--- config.mk ---
export PLATFORM = sky130hd
export DESIGN_NAME = serial_add_sub
export DESIGN_NICKNAME = d
export VERILOG_FILES = /design/src/rtl/serial_arith_pkg.sv /design/src/rtl/fa_cell.sv /design/src/rtl/serial_add_sub.sv
export SDC_FILE = /design/constraint.sdc
export NUM_CORES = 1
export LEC_CHECK = 0
export ABC_CLOCK_PERIOD_IN_PS = 2700
export CAP_MARGIN = 0
export CORE_MARGIN = 5
export CORE_UTILIZATION = 34
export CTS_CLUSTER_DIAMETER = 80
export CTS_CLUSTER_SIZE = 12
export DETAILED_ROUTE_END_ITERATION = 10
export PLACE_DENSITY = 0.68
export SETUP_SLACK_MARGIN = 0.02
export SKIP_LAST_GASP = 1
export SYNTH_ARGS = -nofsm -noshare
export SYNTH_HDL_FRONTEND = slang
export SYNTH_SLANG_ARGS = --single-unit
--- constraint.sdc ---
create_clock -name clk -period 2.7 [get_ports clk]
set_input_delay 0.405 -clock clk [delete_from_list [all_inputs] [get_ports clk]]
set_output_delay 0.405 -clock clk [all_outputs]
set_load 0.05 [all_outputs]
--- src/rtl/serial_arith_pkg.sv ---
`default_nettype none
// ============================================================================
// Module      : serial_arith_pkg
// Description : Shared types and helpers for the bit-serial arithmetic blocks.
// Revision    : 1.0 - initial release
// ============================================================================
package serial_arith_pkg;

    typedef enum logic [1:0] {
        IDLE = 2'd0,
        BUSY = 2'd1,
        DONE = 2'd2
    } state_t;

    // Bit-counter width; never below one bit, even for degenerate widths.
    function automatic int cnt_width(input int w);
        return (w < 2) ? 1 : $clog2(w);
    endfunction

endpackage : serial_arith_pkg
`default_nettype wire

--- src/rtl/fa_cell.sv ---
`default_nettype none
// ============================================================================
// Module      : fa_cell
// Description : Combinational one-bit full adder built from XOR/AND/OR.
// Revision    : 1.0 - initial release
// ============================================================================
module fa_cell (
    input  logic a,
    input  logic b,
    input  logic cin,
    output logic s,
    output logic co
);

    logic w_p;

    assign w_p = a ^ b;
    assign s   = w_p ^ cin;
    assign co  = (a & b) | (cin & w_p);

endmodule : fa_cell
`default_nettype wire

--- src/rtl/serial_add_sub.sv ---
`default_nettype none
// ============================================================================
// Module      : serial_add_sub
// Description : Bit-serial adder/subtractor, one bit per clock, LSB first.
// Revision    : 1.0 - initial release
// ============================================================================
module serial_add_sub
    import serial_arith_pkg::*;
#(
    parameter int WIDTH = 8
) (
    input  logic             clk,
    input  logic             rst,
    input  logic             in_valid,
    output logic             in_ready,
    input  logic [WIDTH-1:0] a,
    input  logic [WIDTH-1:0] b,
    input  logic             sub,
    output logic             out_valid,
    input  logic             out_ready,
    output logic [WIDTH-1:0] sum,
    output logic             cout,
    output logic             ovf
);

    localparam int                 c_cnt_w    = cnt_width(WIDTH);
    localparam logic [c_cnt_w-1:0] c_cnt_last = c_cnt_w'(WIDTH - 1);
    localparam logic [c_cnt_w-1:0] c_cnt_one  = c_cnt_w'(1);

    state_t             r_state;
    state_t             w_next;
    logic [WIDTH-1:0]   r_sa;
    logic [WIDTH-1:0]   r_sb;
    logic [WIDTH-1:0]   r_res;
    logic [c_cnt_w-1:0] r_cnt;
    logic               r_carry;
    logic               r_cmsb;
    logic               w_s;
    logic               w_co;
    logic               w_last;

    assign w_last = (r_cnt == c_cnt_last);

    fa_cell u_fa (
        .a   (r_sa[0]),
        .b   (r_sb[0]),
        .cin (r_carry),
        .s   (w_s),
        .co  (w_co)
    );

    always_ff @(posedge clk or posedge rst) begin
        if (rst) begin
            r_state <= IDLE;
        end else begin
            r_state <= w_next;
        end
    end

    always_comb begin
        w_next = r_state;
        case (r_state)
            IDLE:    if (in_valid)  w_next = BUSY;
            BUSY:    if (w_last)    w_next = DONE;
            DONE:    if (out_ready) w_next = IDLE;
            default:                w_next = IDLE;
        endcase
    end

    // Handshake flags decode only the registered state.
    always_comb begin
        in_ready  = 1'b0;
        out_valid = 1'b0;
        case (r_state)
            IDLE:    in_ready  = 1'b1;
            DONE:    out_valid = 1'b1;
            default: ;
        endcase
    end

    // Subtraction is A + ~B + 1: B is inverted at load, carry seeded with sub.
    always_ff @(posedge clk or posedge rst) begin
        if (rst) begin
            r_sa    <= '0;
            r_sb    <= '0;
            r_res   <= '0;
            r_cnt   <= '0;
            r_carry <= 1'b0;
            r_cmsb  <= 1'b0;
        end else begin
            case (r_state)
                IDLE: begin
                    if (in_valid) begin
                        r_sa    <= a;
                        r_sb    <= sub ? ~b : b;
                        r_carry <= sub;
                        r_cnt   <= '0;
                    end
                end
                BUSY: begin
                    r_res   <= {w_s, r_res[WIDTH-1:1]};
                    r_sa    <= r_sa >> 1;
                    r_sb    <= r_sb >> 1;
                    r_carry <= w_co;
                    r_cnt   <= r_cnt + c_cnt_one;
                    if (w_last) begin
                        r_cmsb <= r_carry;
                    end
                end
                default: ;
            endcase
        end
    end

    assign sum  = r_res;
    assign cout = r_carry;
    assign ovf  = r_cmsb ^ r_carry;

endmodule : serial_add_sub
`default_nettype wire

==> results of run 1 <==
[flip-flops by register name, summed over array words and instances, names as in the netlist]
| signal | cells |
|---|---|
| r_sa | 8 |
| r_sb | 8 |
| sum | 8 |
| r_cnt | 3 |
| r_state | 2 |
| cout | 1 |
| r_cmsb | 1 |
[placed cells by master, fill, tap and decap left out, drive strengths merged, types with 3 or more instances in the layout]
cell type,Yosys,routed
clkdlybuf4s50,0,31
buf,5,3
dfrtp,31,31
mux2,10,10
nor2b,4,4
o21ai,10,10
xor2,9,9
a22oi,7,7
clkbuf,3,7
inv,3,3
nor2,3,3
a32oi,6,6
nand2,23,23
[critical path: cells and delay by family, from the launching register on]
family	cells	cell delay [ns]
buffers and inverters	1	0.82
and+or+nand+nor	1	0.20
DFF	1	0.56
[layout make-up]
cell class,instances,area share
Tap cell,50,0.0333
Clock buffer,7,0.0406
Timing Repair Buffer,34,0.177
Inverter,4,0.00799
Multi-Input combinational cell,86,0.326
Sequential cell,31,0.413
Clock inverter,1,0.00266
[cells by family after synthesis]
| group | count (synthesis) |
|---|---|
| xor+xnor | 9 |
| fa+ha+maj | 3 |
| flops | 31 |
| compound gates | 32 |
| mux | 10 |
| buf+inv | 12 |
| simple gates | 32 |
[layer usage]
layer / up-vias / part of all wire
met4: 0 / 0.023
met5: - / 0
met2: 31 / 0.50
li1: 519 / -
met1: 524 / 0.43
met3: 7 / 0.050
[power by group through the flow]
stage | Sequential (mW) | Clock [mW] | Combinational (mW)
after floorplan | 1.01 | 0 | 0.579
after global placement | 0.800 | 0 | 1.05
after detailed placement | 0.815 | 0 | 1.08
after CTS | 0.807 | 0.350 | 1.08
after global routing | 0.830 | 0.373 | 1.15
final | 0.807 | 0.335 | 1.07
[per-stage QoR]
stage	util	hold WS [ns]	cells	worst slack (ns)	power, mW
3_5_place_dp	0.440	0.468	205	0.701	1.89
5_1_grt	0.460	0.511	213	0.348	2.35
2_1_floorplan	-	0.446	129	0.795	1.59
6_report	0.460	0.483	213	0.434	2.21
4_1_cts	0.460	0.483	213	0.424	2.24
3_3_place_gp	0.440	0.462	205	0.758	1.85
[worst min path at each step]
stage | slack, ns | cells past startpoint | endpoint | from
floorplan | 0.45 | 2 | r_sb[1]$_DFFE_PP0P_ | r_sb[1]$_DFFE_PP0P_
global placement | 0.46 | 2 | r_sa[4]$_DFFE_PP0P_ | r_sa[4]$_DFFE_PP0P_
detailed placement | 0.47 | 2 | r_sb[1]$_DFFE_PP0P_ | r_sb[1]$_DFFE_PP0P_
CTS | 0.48 | 2 | r_sb[1]$_DFFE_PP0P_ | r_sb[1]$_DFFE_PP0P_
global route | 0.51 | 2 | r_sa[2]$_DFFE_PP0P_ | r_sa[2]$_DFFE_PP0P_
finish | 0.48 | 2 | r_sb[1]$_DFFE_PP0P_ | r_sb[1]$_DFFE_PP0P_
==> impl_metrics.csv, run 1 <==
group,metric,value,unit
run_status,status,"completed",
layout,syn_to_final_growth,29.3,%
floorplanning,die_h,75.4,um
sta,fin_tns_setup,0,ns
synth,synth_mux_area_frac,0.0775,
pwr,clkPwrFrac,0.152,
global_route,grt-busiest-layer,"met2",
critical_path,crit_chain,"nor2_1 -> clkdlybuf4s50_1",
hold_path,hold_path_class,"reg2reg",
critical_path,cp.required,2.30,ns
pwr,peakVddDrop,0.000429,V
critical_path,worstReg2RegEnd,"r_sa[4]$_DFFE_PP0P_",
synth,synth_top_family_by_area,"compound AO/OA/AOI/OAI gates",
synth,synth_fa_ha_area_frac,0.0310,
detailed_routing,via_per_inst,5.08,
sta,clock.fmax,441,MHz
clock_network,clkSlewWorstSetupHoldPaths,0.06,ns
pwr,pwr-share-comb,0.484,
critical_path,r2r_start,"r_state[0]$_DFFE_PP0P_",
detailed_routing,routedWlPerCell,14.4,um
synth,ys_types,26,
detailed_routing,drtIter0Drc,57,
critical_path,startpoint,"r_state[1]$_DFFE_PP0P_",
pwr,p_int,1.29,mW
clock_network,numCtsBuffers,5,
clock_network,postCtsSetupRepairBufs,0,
clock_network,clockBufferDepth,2,
clock_network,cts_resized,0,
synth,syn_nets,153,
synth,synth_area,1450,sq um
layout,num_antenna_cells,0,
sta,maxSlewViolCount,0,
detailed_routing,ant_nets,0,
synth,ys_seq_elements,31,
synth,synth_edf_count,0,
synth,yosys-top-cells-count,"31 x dfrtp_1, 23 x nand2_1, 10 x mux2_2, 10 x o21ai_0, 9 x xor2_1",
global_route,grt_max_degree,32,
clock_network,cts_tree,"done",
synth,synth-compound-area-share,0.154,
critical_path,rrSetupSlack,1.05,ns
synth,yosysTopAreaCell,"dfrtp_1",
floorplanning,core,4090,sq um
global_route,grtUsageMet1,0.144,
synth,yosys.area_share.simple,0.104,
detailed_routing,vias,1081,
critical_path,critPathSlowestCell,"clkdlybuf4s50_1",
global_route,antenna_found_initial,0,
critical_path,criticalPathCategory,"reg2out",
layout,regArea,776,sq um
sta,grt_setup_unrepaired,"false",
place,detailed_place.area,1800,sq um
detailed_routing,first_pass_iters,4,
global_route,grt_util_met2,0.189,
synth,synth-xor-area-share,0.0542,
clock_network,htreeDepth,2,
pwr,seq_power_share,0.365,
critical_path,max_stage_delay,0.82,ns
sta,relSlewSlack,0.528,
critical_path,arrival,1.86,ns
floorplanning,ios,33,
synth,synth.most_common_cell,"dfrtp_1",
detailed_routing,detail_route.wirelength,3060,um
critical_path,cp-end-kind,"primary output",
global_route,grt_pass1_vias,1093,
layout,multi_input_area,612,sq um
place,place_congestion,0.787,
sta,hold_viol,0,
global_route,grt_use_total,0.119,
synth,postSynthAreaPerCell,11.3,sq um
pwr,power_density,1180,nW/um^2
clock_network,cts-root-buf,"clkbuf_8",
place,dp_hpwl,2180,um
synth,syn_inst,129,
floorplanning,start_util,0.356,
sta,finClkSkew,0.00589,ns
layout,fillCellCount,372,
sta,setup_viol,0,
layout,drive_above_1_share,0.135,
pwr,swShare,0.419,
critical_path,worst-path-max-fanout,16,
place,port_buffers,32,
synth,async_reset_ff_frac,1.00,
critical_path,cp-start-kind,"flop",
synth,netlist.area_leader.share,0.534,
floorplanning,die-area,5680,sq um
synth,yosysSeqAreaShare,0.534,
sta,period_share,0.839,
clock_network,clkLatencyLatePin,0.27,ns
synth,synthTopCellsByArea,"dfrtp_1 53%, mux2_2 7.7%, nand2_1 5.9%, xor2_1 5.4%, a22oi_1 3.6%",
pwr,power_leakage,0.830,nW
synth,synth_warnings,0,
synth,ys.flop_type,"dfrtp_1",
layout,nets,186,
pwr,p_sw,0.927,mW
critical_path,worst_r2r_path_depth,4,
floorplanning,core.rowCount,23,
job,cap_viol_max_count,0,
layout,design_area,1880,sq um
clock_network,clock_sinks,31,
clock_network,holdBufCountCts,0,
sta,worst_pin_slew,0.708,ns
global_route,grt_pass1_wl,5030,um
sta,period_minus_slack,2.27,ns
global_route,overflow,0,
global_route,use_met3,0.0383,
detailed_routing,drc,0,
critical_path,endpoint,"in_ready",
floorplanning,die_w,75.4,um
No activity file was read; power rests on OpenSTA's default activity.
==> inputs of run 2 (changes only) <==
--- a/config.mk
+++ b/config.mk
@@ -5,14 +5,14 @@
 export SDC_FILE = /design/constraint.sdc
 export NUM_CORES = 1
 export LEC_CHECK = 0
-export ABC_CLOCK_PERIOD_IN_PS = 2700
+export ABC_CLOCK_PERIOD_IN_PS = 2000
 export CAP_MARGIN = 0
 export CORE_MARGIN = 5
 export CORE_UTILIZATION = 34
 export CTS_CLUSTER_DIAMETER = 80
 export CTS_CLUSTER_SIZE = 12
 export DETAILED_ROUTE_END_ITERATION = 10
-export PLACE_DENSITY = 0.68
+export PLACE_DENSITY = 0.7
 export SETUP_SLACK_MARGIN = 0.02
 export SKIP_LAST_GASP = 1
 export SYNTH_ARGS = -nofsm -noshare
==> constraint.sdc (replaced) <==
create_clock -name clk -period 2 [get_ports clk]
set_input_delay 0.3 -clock clk [delete_from_list [all_inputs] [get_ports clk]]
set_output_delay 0.3 -clock clk [all_outputs]
set_load 0.05 [all_outputs]
==> run 2 against run 1 <==
Critical path depth decreased by 1. Total power is 47% higher. First-iteration DRC count is 7.0% higher. Register-to-register slack worse by 0.51 ns. Global-route usage rose by 0.28 points. Sequential power increased by 34%. Clock power grew 87%. Via count rose by 0.19%. Final area up 5.5%. Cell count is 2.8% higher. Largest power group unchanged. Highest routed layer unchanged.
==> impl_metrics.csv, run 2 (synthesized netlist as in run 1, its figures left out) <==
group,metric,value,unit
clock_network,clockBufferDepth,2,
floorplanning,ios,33,
critical_path,critical_path_cell_count,1,
clock_network,holdBufCountCts,0,
sta,period_share,0.877,
sta,relSlewSlack,0.658,
pwr,power_leakage,0.887,nW
floorplanning,die-area,5680,sq um
clock_network,htreeDepth,2,
layout,nets,192,
clock_network,cts-root-buf,"clkbuf_8",
global_route,grt_pass1_wl,5260,um
global_route,grt_max_degree,32,
layout,syn_to_final_growth,36.3,%
sta,grt_setup_unrepaired,"false",
floorplanning,die_h,75.4,um
sta,worst_pin_slew,0.511,ns
sta,setup_viol,0,
detailed_routing,drc,0,
floorplanning,start_util,0.356,
sta,fin_hold_ws,0.404,ns
critical_path,cp-start-kind,"flop",
floorplanning,core,4090,sq um
clock_network,numCtsBuffers,5,
critical_path,critPathBufInv,1,
layout,layout_commonest_cell,"dfrtp_1",
critical_path,criticalPathCategory,"reg2out",
critical_path,max_stage_delay,0.81,ns
layout,final_cell_mix,"30 x dfrtp_1, 29 x clkdlybuf4s50_1, 23 x nand2_1, 10 x mux2_2, 10 x o21ai_0",
place,place_congestion,0.750,
place,dp_hpwl,2340,um
clock_network,clock_sinks,31,
clock_network,cts_tree,"done",
layout,utilization,0.485,
clock_network,clkSlewWorstSetupHoldPaths,0.07,ns
global_route,overflow,0,
sta,maxSlewViolCount,0,
critical_path,cp-end-kind,"primary output",
pwr,power_density,1640,nW/um^2
sta,fin_tns_setup,0,ns
clock_network,postCtsSetupRepairBufs,0,
detailed_routing,ant_nets,0,
critical_path,arrival,1.45,ns
detailed_routing,first_pass_iters,4,
place,port_buffers,32,
sta,period_minus_slack,1.75,ns
detailed_routing,vias,1083,
sta,clock.fmax,570,MHz
clock_network,cts_resized,0,
detailed_routing,routedWlPerCell,14.1,um
critical_path,cp.required,1.70,ns
detailed_routing,detail_route.wirelength,3090,um
global_route,grt_pass1_vias,1109,
sta,hold_viol,0,
detailed_routing,via_per_inst,4.95,
floorplanning,core.rowCount,23,
critical_path,crit_chain,"clkdlybuf4s50_1",
global_route,grt_use_total,0.122,
run_status,status,"completed",
clock_network,clkLatencyLatePin,0.28,ns
critical_path,startpoint,"sum[3]$_DFFE_PP0P_",
place,dp_slack,0.357,ns
global_route,antenna_found_initial,0,
layout,num_antenna_cells,0,
critical_path,critPathSlowestCell,"clkdlybuf4s50_1",
sta,fin_ws,0.246,ns
pwr,peakVddDrop,0.000710,V
sta,finClkSkew,0.00852,ns
floorplanning,die_w,75.4,um
job,cap_viol_max_count,0,
layout,drive_above_1_share,0.195,
critical_path,r2r_start,"r_state[1]$_DFFE_PP0P_",
layout,fin_cells,219,
hold_path,hold_path_class,"in2async",
place,dp_cells,211,
critical_path,worst-path-max-fanout,3,
critical_path,cp_top_family,"buffers and inverters",
critical_path,worst_r2r_path_depth,3,
detailed_routing,drtIter0Drc,61,
==> run 2: changes by cell type in the layout (fill, tap and decap cells not counted), sizes merged <==
| cell | before | now |
|---|---|---|
| bufinv | 0 | 1 |
| clkbuf | 7 | 6 |
| buf | 3 | 11 |
| clkdlybuf4s50 | 31 | 29 |
==> run 2: power breakdown <==
| group | total, mW | switching (mW) | internal, mW |
|---|---|---|---|
| logic | 1.54 | 0.883 | 0.655 |
| clock network | 0.627 | 0.224 | 0.403 |
| registers | 1.08 | 0.182 | 0.900 |
| total | 3.25 | 1.29 | 1.96 |
==> run 2: through the flow <==
step / power (mW) / area (sq um)
6_report: 3.25 / 1980
5_1_grt: 3.45 / 1980
4_1_cts: 3.28 / 1980
3_5_place_dp: 2.64 / 1860
3_3_place_gp: 2.57 / 1860
2_1_floorplan: 2.14 / 1450
==> run 2: layout make-up <==
cell class | instances | area [sq um]
Clock buffer | 6 | 82.6
Clock inverter | 2 | 35.0
Fill cell | 372 | 2100
Inverter | 4 | 15.0
Multi-Input combinational cell | 86 | 612
Sequential cell | 31 | 777
Tap cell | 50 | 62.6
Timing Repair Buffer | 40 | 398
==> run 2: per-layer routing <==
layer | part of all wire | track usage | up-vias
li1 | - | - | 528
met3 | 0.059 | 0.0383 | 4
met5 | 0 | 0 | -
met1 | 0.43 | 0.158 | 516
met2 | 0.50 | 0.196 | 35
met4 | 0.010 | 0.0408 | 0
==> run 2: worst min-delay path: stages <==
cell             delay [ns]
clkdlybuf4s50_1        0.39
inv_1                  0.05
buf_4                  0.35
==> run 2: worst paths after layout <==
kind,slack [ns],to
worst max register to register,0.54,r_cmsb$_DFFE_PP0P_
worst min-delay path,0.40,r_sb[0]$_DFFE_PP0P_
worst min register to register,0.49,r_sa[5]$_DFFE_PP0P_
worst max-delay path,0.25,sum[3]
max in group asynchronous,1.29,r_state[1]$_DFFE_PP0P_
min in group clk,0.49,r_sa[5]$_DFFE_PP0P_
==> inputs of run 3 (changes only) <==
--- a/config.mk
+++ b/config.mk
@@ -14,7 +14,6 @@
 export DETAILED_ROUTE_END_ITERATION = 10
 export PLACE_DENSITY = 0.7
 export SETUP_SLACK_MARGIN = 0.02
-export SKIP_LAST_GASP = 1
 export SYNTH_ARGS = -nofsm -noshare
 export SYNTH_HDL_FRONTEND = slang
 export SYNTH_SLANG_ARGS = --single-unit
==> results of run 3 <==
Same layout as run 2: the final DEF is identical, and so are final timing and power.
==> patch 1, RTL diff (flow settings as in run 2) <==
Change the parameter `WIDTH` from 8 to 6.
--- a/src/rtl/serial_add_sub.sv
+++ b/src/rtl/serial_add_sub.sv
@@ -9,3 +9,3 @@
 #(
-    parameter int WIDTH = 8
+    parameter int WIDTH = 6
 ) (
Ports: changed (resized a, b and sum); port bits go from 33 to 27. No check against the original RTL was run, so the function may have changed too.
==> patch 1 against run 2 <==
Die area is 12% lower. Area after synthesis is 14% lower. Non-clock buffer count is 10 lower. Total power is 29% lower. Combinational power is 25% lower. Worst setup slack worse by 0.13 ns. Count of clock-buffer cells in the layout is 2 lower. Routed wire length is 14% lower. Sequential cell count is 6 lower. Final cell count is 7.8% lower. Via count is 8.5% lower. Cell area is 19% lower. Largest cell class unchanged.
==> patch 1: results (changes against run 2) <==
qor: detailed_routing.dr_wl_met2 1330 µm [-13%]
qor: clock_network.clock_insertion_delay_worst_skew 0.26 ns [-0.02 ns]
qor: detailed_routing.routed-wl-met3 155 µm [-15%]
qor: worst_setup_path.worstPathArrival 1.59 ns [+0.14 ns]
qor: detailed_routing.vias 991 [-8.5%]
qor: final_layout.register_area 626 µm² [-19%]
qor: clock_network.cts_inserted_buffers 3 [-2]
qor: synth.distinct_cells_synth 29 [+12%]
qor: timing.worst_slew_margin_rel 67.1% [+1.2 points]
qor: synth.synth-compound-area-share 17.1% [+1.7 points]
qor: final_layout.post_route_cells_drive_above_1_share 10.4% [-9.1 points]
qor: place.dp_hpwl 1970 µm [-16%]
qor: synth.ys_top_cells_by_area sky130_fd_sc_hd__dfrtp_1 (50%), sky130_fd_sc_hd__nand2_1 (8.7%), sky130_fd_sc_hd__o21ai_0 (4.4%)
qor: worst_setup_path.slowest_delay 0.85 ns [+0.04 ns]
qor: synth.synth-xor-area-share 4.91% [-0.51 points]
qor: global_route.vias_in_the_first_global_route 1027 [-7.4%]
qor: pwr.total_leakage_power 0.000725 µW [-18%]
qor: global_route.grt_use_total 11.5% [-0.78 points]
qor: detailed_routing.post_dr_wirelength_cell 13.1 µm [-7.0%]
qor: global_route.grt_start_max_net_pins 26 [-19%]
qor: worst_setup_path.path_max_fanout 6 [+3]
qor: status.result_of_the_run complete, no violations
qor: synth.post_synth_net_total 148 [-3.3%]
qor: synth.synth_mux_area_share 1.80% [-5.9 points]
qor: place.post_dp_cell_area 1560 µm² [-16%]
qor: place.place.gp.congestion 0.695 [-7.4%]
qor: synth.post_synth_fa_ha_maj_area_fraction 3.61% [+0.51 points]
qor: detailed_routing.drt-met1-wl 1160 µm [-14%]
qor: synth.syn-instance-count 128 [-0.78%]
qor: clock_network.ctsHtreeMaxLevel 1 [-1]
qor: clock_network.post_cts_buffers 0 [unchanged]
qor: detailed_routing.detailedRoute.firstIterationViolations 34 [-44%]
qor: timing.final.setup_skew 0.00133 ns [-0.00719 ns]
qor: synth.synth_common_cells sky130_fd_sc_hd__nand2_1 (29), sky130_fd_sc_hd__dfrtp_1 (25), sky130_fd_sc_hd__o21ai_0 (11), sky130_fd_sc_hd__a21oi_1 (6)
qor: pwr.peak_supply_drop 0.648 mV [-8.7%]
qor: place.portBuffers 26 [-19%]
qor: final_layout.num-fill-cells 353 [-5.1%]
qor: place.place_ws 0.273 ns [-0.0845 ns]
qor: synth.synth_seq_area_share 50.1% [-3.3 points]
qor: place.placedCellCount 198 [-6.2%]
qor: global_route.grt_pass1_wl 4670 µm [-11%]
qor: final_layout.nets 175 [-8.9%]
[patch 1: worst paths after layout]
check | from | end | slack (ns) | depth (start not counted)
worst max-delay path | cout$_DFFE_PP0P_ | cout | 0.11 | 1
worst min-delay path | rst | r_state[0]$_DFFE_PP0P_ | 0.39 | 3
worst max register to register | r_state[1]$_DFFE_PP0P_ | r_cmsb$_DFFE_PP0P_ | 0.54 | 3
worst min register to register | sum[0]$_DFFE_PP0P_ | sum[0]$_DFFE_PP0P_ | 0.49 | 2
max in group asynchronous | rst | r_sb[4]$_DFFE_PP0P_ | 1.37 | 3
min in group clk | sum[0]$_DFFE_PP0P_ | sum[0]$_DFFE_PP0P_ | 0.49 | 2
[patch 1: final cells by class]
type,instances,area share [%]
multi-input cells,90,34.9
inverters,5,1.17
well taps,48,3.74
repair buffers,30,18.4
flip-flops and latches,25,39.0
clock buffers,4,2.81
[patch 1: power by group]
part | switching, µW | internal [µW] | total [µW]
sequential | 148 | 710 | 857
combinational | 724 | 440 | 1160
clock | 148 | 142 | 290
total | 1020 | 1290 | 2310
[patch 1: routing by layer]
| layer | track usage (%) | vias up |
|---|---|---|
| met2 | 20.2 | 28 |
| met1 | 13.9 | 476 |
| met4 | 1.25 | 0 |
| li1 | - | 485 |
| met3 | 4.26 | 2 |
| met5 | 0 | - |
[patch 1: logic make-up (layout without fill, tap and decap cells)]
group	after synthesis	after routing
mux	2	2
fa+ha+maj	3	3
buf+inv	13	39
simple gates	46	46
compound gates	32	32
xor+xnor	7	7
flops	25	25
[patch 1: tightest hold or removal path, cell delays in order]
cell,delay [ns]
sky130_fd_sc_hd__clkdlybuf4s50_1,0.40
sky130_fd_sc_hd__inv_1,0.05
sky130_fd_sc_hd__buf_4,0.31
==> patch 2, RTL diff (flow settings as in run 2) <==
Made on the original files. Put a register stage on the output `ovf`, without a reset. The value now appears one clock later. The other outputs are not delayed to match.
--- a/src/rtl/serial_add_sub.sv
+++ b/src/rtl/serial_add_sub.sv
@@ -116,3 +116,5 @@
     assign cout = r_carry;
-    assign ovf  = r_cmsb ^ r_carry;
+    always_ff @(posedge clk) begin
+        ovf <= r_cmsb ^ r_carry;
+    end
 
Formal check against the unedited RTL: not equivalent (a bounded check fails within 4 cycles, from zero or initial values and one cycle with rst high).
==> patch 2 against run 2 <==
Global-route usage shrank 0.25 points. Combinational power shrank 6%. Area after synthesis increased by 1.4%. Fmax is 7.2% lower. Utilization shrank 2.5 points. Worst setup slack worse by 0.14 ns. Sequential cell count increased by 1. Final cell count up 0.46%. Total power down 4.9%. Routed wire length down 0.39%. Clock skew decreased by 0.0017 ns. Cell area shrank 0.25%. Synthesized cell count grew 0.78%. Largest power group unchanged.
==> patch 2: results (changes against run 2) <==
qor: status.result_of_the_run complete, no violations
qor: worst_setup_path.worstReg2RegStart r_state[0]$_DFFE_PP0P_
qor: pwr.total_leakage_power 0.000880 µW [-0.82%]
qor: worst_setup_path.slowest_delay 0.85 ns [+0.04 ns]
qor: global_route.grt_pass1_wl 5100 µm [-3.0%]
qor: final_layout.insertedDiodeCount 0 [unchanged]
qor: worst_setup_path.worstPathArrival 1.59 ns [+0.14 ns]
qor: synth.post_synth_net_total 154 [+0.65%]
qor: pwr.peak_supply_drop 0.514 mV [-28%]
qor: place.place.gp.congestion 0.774 [+3.2%]
qor: final_layout.post_route_cells_drive_above_1_share 17.3% [-2.3 points]
qor: place.dp_hpwl 2300 µm [-1.8%]
qor: final_layout.num-fill-cells 397 [+6.7%]
qor: worst_setup_path.path_max_fanout 5 [+2]
qor: synth.distinct_cells_synth 27 [+3.8%]
qor: final_layout.nets 192 [unchanged]
qor: detailed_routing.post_dr_wirelength_cell 14.0 µm [-0.84%]
qor: global_route.antenna_violations_before_repair 0 [unchanged]
qor: global_route.grt_start_max_net_pins 32 [unchanged]
qor: clock_network.cts_resized 0 [unchanged]
qor: clock_network.clock_insertion_delay_worst_skew 0.28 ns [about the same]
qor: global_route.vias_in_the_first_global_route 1140 [+2.8%]
qor: synth.synthArstFlopShare 96.9% [-3.1 points]
qor: worst_setup_path.setup.reg_to_reg.worst_slack 0.52 ns [-0.02 ns]
qor: global_route.grt_use_total 12.0% [-0.25 points]
qor: synth.synth_common_cells sky130_fd_sc_hd__dfrtp_1 (31), sky130_fd_sc_hd__nand2_1 (23), sky130_fd_sc_hd__mux2_2 (10), sky130_fd_sc_hd__o21ai_0 (10), sky130_fd_sc_hd__xor2_1 (9)
qor: clock_network.clock_tree.buffer_depth 2 [unchanged]
qor: detailed_routing.detailedRoute.firstIterationViolations 70 [+15%]
qor: detailed_routing.viasPerCell 4.95 [about the same]
qor: synth.synth_seq_area_share 54.0% [+0.63 points]
qor: synth.ys_top_cells_by_area sky130_fd_sc_hd__dfrtp_1 (53%), sky130_fd_sc_hd__mux2_2 (7.6%), sky130_fd_sc_hd__nand2_1 (5.9%)
qor: timing.slew_at_the_pin_with_the_worst_max_slew_slack 0.502 ns [-0.00857 ns]
qor: synth.synth_largest_type_area_fraction 52.6% [-0.72 points]
qor: timing.final.setup_skew 0.00680 ns [-0.00171 ns]
==> patch 2: changes by cell type after synthesis <==
cell and change:
sky130_fd_sc_hd__dfxtp_1 +1
==> patch 2: layer usage <==
layer  share of wire (%)  track usage [%]  wire [µm]  vias up
li1                    -                -          -      527
met1                  44             13.8       1350      523
met2                  48             19.9       1470       31
met3                 6.1             3.56        188        8
met4                 2.2             6.41         69        0
met5                   0                0          0        -
==> patch 2: cell families (layout without fill, tap and decap cells) <==
logic type | after synthesis | in the layout | share of synthesized area (%)
AO/OA/AOI/OAI | 32 | 32 | 15.2
flip-flops | 32 | 32 | 54.0
AND/OR/NAND/NOR | 32 | 32 | 10.3
buffers and inverters | 12 | 50 | 4.50
multiplexers | 10 | 10 | 7.64
XOR/XNOR | 9 | 9 | 5.35
adder cells (fa/ha/maj) | 3 | 3 | 3.06
==> patch 2: power by group <==
group | leakage, µW | switching (µW) | internal [µW]
Clock | 0.0000503 | 217 | 306
Sequential | 0.000400 | 200 | 929
Combinational | 0.000429 | 806 | 630
Total | 0.000880 | 1220 | 1860
==> patch 2: metrics by stage <==
step / worst slack [ns] / std cells / hold slack [ns] / instance area [µm²] / utilization, %
finish: 0.111 / 220 / 0.396 / 1980 / 46.0
global route: 0.0276 / 220 / 0.461 / 1980 / 46.0
CTS: 0.0819 / 220 / 0.402 / 1980 / 46.0
detailed placement: 0.272 / 213 / 0.461 / 1880 / 43.8
global placement: 0.356 / 213 / 0.454 / 1880 / 43.8
floorplan: 0.312 / 130 / 0.386 / 1470 / -
==> patch 2: worst max-delay path by stage <==
stage / cells after the start / startpoint / end / slack (ns)
floorplan: 2 / r_state[1]$_DFFE_PP0P_ / out_valid / 0.31
global placement: 4 / in_valid / r_sb[6]$_DFFE_PP0P_ / 0.36
detailed placement: 5 / in_valid / cout$_DFFE_PP0P_ / 0.27
CTS: 1 / cout$_DFFE_PP0P_ / cout / 0.08
global route: 1 / cout$_DFFE_PP0P_ / cout / 0.03
finish: 1 / cout$_DFFE_PP0P_ / cout / 0.11
==> patch 2: cell type report <==
cell class | count | area share, %
Sequential cell | 32 | 40.3
Multi-Input combinational cell | 86 | 30.9
Timing Repair Buffer | 39 | 19.9
Clock buffer | 7 | 4.87
Tap cell | 52 | 3.29
Inverter | 4 | 0.759
